==> src/rtl/tdm_mux_pkg.sv <==
// Shared types and helpers for the tdm_mux channel multiplexer.
package tdm_mux_pkg;

    typedef enum logic {
        MODE_DIRECT = 1'b0,
        MODE_SCAN   = 1'b1
    } mode_e;

    localparam int unsigned LEAF   = 4;
    localparam int unsigned MAX_CH = 256;
    localparam int unsigned IDX_W  = 8;

    typedef struct packed {
        logic             any;
        logic             wrap;
        logic [IDX_W-1:0] idx;
    } next_t;

    // Lowest enabled index above cur; falls back to the lowest enabled index overall (wrap).
    function automatic next_t next_enabled(input logic [MAX_CH-1:0] mask,
                                           input int unsigned        cur,
                                           input int unsigned        n_ch);
        next_t            r;
        logic             found_up;
        logic [IDX_W-1:0] idx_up;
        r        = '0;
        found_up = 1'b0;
        idx_up   = '0;
        for (int unsigned i = 0; i < MAX_CH; i++) begin
            if (i < n_ch && mask[i]) begin
                if (!r.any) begin
                    r.any = 1'b1;
                    r.idx = IDX_W'(i);
                end
                if (i > cur && !found_up) begin
                    found_up = 1'b1;
                    idx_up   = IDX_W'(i);
                end
            end
        end
        r.wrap = !found_up;
        if (found_up) r.idx = idx_up;
        return r;
    endfunction

endpackage

==> src/rtl/tdm_mux_mux4_w.sv <==
// W-bit 4:1 leaf multiplexer used to build the channel select tree.
module mux4_w
    import tdm_mux_pkg::*;
#(
    parameter int unsigned W = 1
) (
    input  logic [LEAF*W-1:0] d,
    input  logic [1:0]        s,
    output logic [W-1:0]      y
);

    assign y = d[32'(s)*W +: W];

endmodule

==> src/rtl/tdm_mux.sv <==
// Registered N:1 channel mux with direct-select handshake and masked round-robin scan.
// Define TDM_MUX_PIPE_EN to register the leaf level of the select tree (one extra cycle).
module tdm_mux
    import tdm_mux_pkg::*;
#(
    parameter int unsigned N_CH  = 16,
    parameter int unsigned W     = 1,
    parameter int unsigned DWELL = 1,
    parameter int unsigned SEL_W = $clog2(N_CH)
) (
    input  logic              clk,
    input  logic              rst,
    input  logic [N_CH*W-1:0] din,
    input  logic              mode,
    input  logic [N_CH-1:0]   en_mask,
    input  logic [SEL_W-1:0]  sel_in,
    input  logic              sel_valid,
    output logic              sel_ready,
    output logic [W-1:0]      dout,
    output logic [SEL_W-1:0]  dout_ch,
    output logic              dout_valid,
    output logic              scan_wrap
);

    localparam int unsigned DW_W   = $clog2(DWELL + 1);
    localparam int unsigned N_LEAF = N_CH / LEAF;
    localparam int unsigned LV     = (SEL_W - 1) / 2;
    localparam int unsigned UP_PAD = 1 << (2 * LV);
    localparam int unsigned UP_W   = UP_PAD * W;
    localparam int unsigned US_W   = (LV == 0) ? 1 : 2 * LV;

    logic [SEL_W-1:0] cur_sel, sel_d;
    logic [DW_W-1:0]  dwell_cnt, dwell_d;
    logic             wrap_pend, wrap_d;
    logic             nx_any, nx_wrap;
    logic [IDX_W-1:0] nx_idx;

    assign sel_ready = ~mode;

    // Select/scan sequencing
    always_comb begin
        sel_d   = cur_sel;
        dwell_d = dwell_cnt;
        wrap_d  = 1'b0;
        {nx_any, nx_wrap, nx_idx} = next_enabled(MAX_CH'(en_mask), 32'(cur_sel), N_CH);
        if (mode_e'(mode) == MODE_DIRECT) begin
            dwell_d = '0;
            if (sel_valid) sel_d = sel_in;
        end else if (nx_any) begin
            if (!en_mask[cur_sel] || dwell_cnt == DW_W'(DWELL - 1)) begin
                sel_d   = SEL_W'(nx_idx);
                dwell_d = '0;
                wrap_d  = nx_wrap;
            end else begin
                dwell_d = dwell_cnt + DW_W'(1);
            end
        end
    end

    always_ff @(posedge clk or posedge rst) begin
        if (rst) begin
            cur_sel   <= '0;
            dwell_cnt <= '0;
            wrap_pend <= 1'b0;
        end else begin
            cur_sel   <= sel_d;
            dwell_cnt <= dwell_d;
            wrap_pend <= wrap_d;
        end
    end

    // Leaf level of the select tree
    logic [N_LEAF*W-1:0] leaf_y;
    for (genvar g = 0; g < N_LEAF; g++) begin : g_leaf
        mux4_w #(.W(W)) u_leaf (
            .d(din[g*LEAF*W +: LEAF*W]),
            .s(cur_sel[1:0]),
            .y(leaf_y[g*W +: W])
        );
    end

    logic [N_LEAF*W-1:0] leaf_a;
    logic [SEL_W-1:0]    sel_a;
    logic                valid_a;
    logic                wrap_a;

`ifdef TDM_MUX_PIPE_EN
    // Split point: leaf results and their tag/valid/wrap travel together
    always_ff @(posedge clk or posedge rst) begin
        if (rst) begin
            leaf_a  <= '0;
            sel_a   <= '0;
            valid_a <= 1'b0;
            wrap_a  <= 1'b0;
        end else begin
            leaf_a  <= leaf_y;
            sel_a   <= cur_sel;
            valid_a <= en_mask[cur_sel];
            wrap_a  <= wrap_pend;
        end
    end
`else
    assign leaf_a  = leaf_y;
    assign sel_a   = cur_sel;
    assign valid_a = en_mask[cur_sel];
    assign wrap_a  = wrap_pend;
`endif

    // Upper tree; leaf count is zero-padded to a power of four
    logic [UP_W-1:0] up_in;
    logic [US_W-1:0] up_s;
    logic [W-1:0]    up_y;

    assign up_in = UP_W'(leaf_a);
    assign up_s  = US_W'(sel_a >> 2);

    for (genvar l = 0; l < LV; l++) begin : g_lvl
        localparam int unsigned NO = 1 << (2 * (LV - 1 - l));
        logic [NO*W-1:0] y;
        for (genvar j = 0; j < NO; j++) begin : g_m
            if (l == 0) begin : g_first
                mux4_w #(.W(W)) u_m (
                    .d(up_in[j*LEAF*W +: LEAF*W]),
                    .s(up_s[2*l +: 2]),
                    .y(y[j*W +: W])
                );
            end else begin : g_next
                mux4_w #(.W(W)) u_m (
                    .d(g_lvl[l-1].y[j*LEAF*W +: LEAF*W]),
                    .s(up_s[2*l +: 2]),
                    .y(y[j*W +: W])
                );
            end
        end
    end

    if (LV == 0) begin : g_root_leaf
        assign up_y = up_in[W-1:0] | {W{up_s[0] & 1'b0}};
    end else begin : g_root_tree
        assign up_y = g_lvl[LV-1].y;
    end

    always_ff @(posedge clk or posedge rst) begin
        if (rst) begin
            dout       <= '0;
            dout_ch    <= '0;
            dout_valid <= 1'b0;
            scan_wrap  <= 1'b0;
        end else begin
            dout       <= up_y;
            dout_ch    <= sel_a;
            dout_valid <= valid_a;
            scan_wrap  <= wrap_a;
        end
    end

endmodule

==> config.mk <==
export PLATFORM = sky130hd
export DESIGN_NAME = tdm_mux
export DESIGN_NICKNAME = d
export VERILOG_FILES = /design/src/rtl/tdm_mux_pkg.sv /design/src/rtl/tdm_mux_mux4_w.sv /design/src/rtl/tdm_mux.sv
export SDC_FILE = /design/constraint.sdc
export NUM_CORES = 1
export LEC_CHECK = 0
export CORE_ASPECT_RATIO = 0.8
export CORE_MARGIN = 2
export CORE_UTILIZATION = 45
export DETAILED_ROUTE_END_ITERATION = 8
export GPL_ROUTABILITY_DRIVEN = 0
export GPL_TIMING_DRIVEN = 1
export MAX_ROUTING_LAYER = met4
export PLACE_DENSITY_LB_ADDON = 0.15
export SETUP_SLACK_MARGIN = 0.3
export SLEW_MARGIN = 20
export SYNTH_ARGS = -nofsm -noshare
export SYNTH_HDL_FRONTEND = slang
export SYNTH_SLANG_ARGS = --single-unit
==> constraint.sdc <==
create_clock -name clk -period 2.6 [get_ports clk]
set_input_delay 0.26 -clock clk [delete_from_list [all_inputs] [get_ports clk]]
set_output_delay 0.26 -clock clk [all_outputs]
set_load 0.01 [all_outputs]
==> flow_summary_export.csv <==
group,metric,value,unit
place,dp_hpwl,3330,um
die,dieHeight,53.5,um
cts,cts.sinks,13,
logic_synthesis,ys_top_cells_by_area,"dfrtp_1 (24%), mux4_2 (11%), a21oi_1 (3.3%), nand2_1 (3.0%), nor2_1 (2.7%)",
die,io_pins,48,
global_route,antenna_found_initial,0,
finish,fill_cells,215,
die,dieArea,0.00353,mm^2
critical_path,critical_path_class,"reg -> reg",
finish,multiInputGateArea,960,um^2
global_route,grt_max_degree,19,
finish,ff_latch_area,329,um^2
timing,setup_viol,0,
logic_synthesis,syn-num-nets,188,
critical_path,critPathLaunch,"cur_sel[1]",
critical_path,reg2reg_depth,7,
finish,fin_nets,243,
power_and_ir_drop,p_leak,0.000788,uW
cts,cts_tree,"yes",
cts,htree_levels,1,
detailed_routing,firstDrtPassIters,4,
detailed_routing,route.detailed.drc,0,
cts,cts_made_buffers,3,
logic_synthesis,netlist_instances,148,
timing,max-slew-margin-rel,65.4,%
power_and_ir_drop,p_per_area,536,mW/mm^2
logic_synthesis,synth.top_cell.area_share,23.6,%
global_route,grt_pass1_wl,6770,um
global_route,grt_usage,26.3,%
global_route,use_met2,45.3,%
logic_synthesis,avgSynthCellArea,9.32,um^2
critical_path,crit_end,"cur_sel[0]",
global_route,grtUsageMet1,30.1,%
logic_synthesis,ys_warn_count,0,
detailed_routing,via_count,1534,
critical_path,cp_cell_sequence,"clkbuf_2, or3b_1, a41oi_2, and4b_1, and3_1, o221ai_1, a22oi_1",
finish,area_growth,43.8,%
job,drv_cap,0,
die,core,0.00283,mm^2
timing,tightestPinTransition,0.506,ns
critical_path,required,2.72,ns
critical_path,slowest_delay,0.48,ns
timing,finalWorstPathRequiredPeriod,2.23,ns
timing,rsz0062_at_grt,"yes",
critical_path,timing.reg2reg.setup_slack,0.37,ns
critical_path,critPathLaunchType,"flip-flop",
cts,root_buffer,"clkbuf_8",
global_route,grt_overflow,0,
logic_synthesis,ys_async_sr_fraction,100,%
critical_path,rr_startpoint,"cur_sel[1]",
logic_synthesis,synth_area,0.00138,mm^2
detailed_routing,antenna_left,0,
run_status,status,"finished clean",
detailed_routing,routed_wirelength,4390,um
detailed_routing,drt_iter0_drc,89,
die,dieWidth,65.9,um
critical_path,arrival,2.36,ns
detailed_routing,wl_per_cell,18.3,um
power_and_ir_drop,peakVddDrop,297,uV
timing,drv_slew,0,
timing,tns,0,ns
detailed_routing,routed_via_density,6.39,
timing,final_hold_viol_count,0,
timing,fin_crit_sh,85.9,%
critical_path,end_kind,"flip-flop",
logic_synthesis,synth_seq_area_share,23.6,%
critical_path,slowest_stage,"dfrtp_2",
finish,n_antenna_cell,0,
logic_synthesis,synth.distinct_cells,57,
logic_synthesis,synth-edff-count,0,
critical_path,r2r_end,"cur_sel[0]",
global_route,busiest_layer,"met2",
logic_synthesis,ys_ff_latch,13,
finish,drive_gt1_share,18.8,%
logic_synthesis,yosysTopAreaCell,"dfrtp_1",
critical_path,worst-path-max-fanout,6,
global_route,grt_pass1_vias,1477,
logic_synthesis,ys.flop_type,"dfrtp_1",
die,start_util,48.8,%
global_route,global_route.usage.met3,6.07,%
hold_path,hold_path.class,"in -> async",
place,io_buffer_count,47,
cts,clk_pin_slew_worst_paths,0.06,ns
cts,clock_latency,0.25,ns
die,placementRows,17,
finish,fin_util,70.1,%
power_and_ir_drop,total_power,1060,uW
timing,clock_skew,0.0145,ns
timing,fmax,0.448,GHz
cts,clockBufferDepth,2,
==> report_power, final <==
part	internal (uW)	switching, uW	total [uW]
clock network	108	75.8	184
registers	245	69.8	315
logic	307	257	564
==> cell usage in the layout, fill, tap and decap left out, types with 3 or more instances in the layout <==
master / synthesis / layout
dfrtp_2: 0 / 3
dfrtp_1: 13 / 10
nand3_1: 7 / 7
inv_1: 9 / 9
buf_4: 2 / 11
nor2b_1: 5 / 5
nand2_1: 11 / 11
a22oi_1: 4 / 4
o221ai_1: 3 / 3
nor2_1: 10 / 10
nor3_1: 5 / 5
clkdlybuf4s50_1: 0 / 44
o21ai_0: 4 / 4
a21oi_1: 9 / 9
clkbuf_8: 0 / 3
dlymetal6s2s_1: 0 / 3
mux4_2: 7 / 8
==> worst max-delay path: cells and delay by family, from the launching register on <==
kind	cells	cell delay, ns
AOI/OAI and AO/OA	3	0.56
buffers and inverters	1	0.19
DFF	1	0.48
and+or+nand+nor	3	0.87
==> how the worst min path moves through the flow <==
stage	startpoint	end	slack (ns)
floorplan	rst	cur_sel[0]	0.14
global placement	wrap_a	scan_wrap	0.33
detailed placement	wrap_a	scan_wrap	0.34
CTS	rst	cur_sel[3]	0.35
global route	wrap_a	scan_wrap	0.35
finish	rst	dout_valid	0.33
==> area by class of cell <==
| class | count | area share [%] |
|---|---|---|
| inverters | 10 | 1.89 |
| clock buffers | 4 | 2.27 |
| well taps | 38 | 2.40 |
| repair buffers | 59 | 28.5 |
| flip-flops and latches | 13 | 16.6 |
| multi-input cells | 116 | 48.4 |
==> Yosys cell counts (3+ instances only) <==
cell and count:
nand2_1 11, nor2b_1 5, a22oi_1 4, nor2_1 10, inv_1 9, nor3_1 5
nor4_1 3, o221ai_1 3, a21oi_1 9, nand3_1 7, o21ai_0 4, mux4_2 7
buf_2 4, dfrtp_1 13
==> cells by family (layout without fill, tap and decap cells) <==
group	after synthesis	after routing	synth area share, %
buf+inv	19	73	7.98
flops	13	13	23.6
mux	11	11	15.9
compound gates	51	51	30.8
simple gates	54	54	21.8
==> layer usage <==
metal	share of wire, %	vias up
met5	0	-
met4	3.6	0
met3	12	18
met2	46	127
met1	38	691
li1	-	698
==> timing repair <==
action	CTS	global route
endpoints found under the setup margin	4	3
hold buffers	0	0
resized for setup	2	8
buffers inserted	0	3
pin swaps	0	2
==> stage by stage <==
step	hold slack, ns	setup WS [ns]	cells	cell area, um^2
after floorplan	0.137	0.625	148	1380
after global placement	0.334	0.197	233	1890
after detailed placement	0.338	0.0883	233	1890
after CTS	0.348	0.306	237	1940
after global routing	0.352	0.293	240	1980
final	0.332	0.367	240	1980
==> sequential cells by signal, indices dropped and copies added (netlist names) <==
register,cells
dout_ch,4
dout_valid,1
scan_wrap,1
wrap_a,1
dout,1
cur_sel,4
dwell_cnt,1
Power figures use the tool's default switching activity.
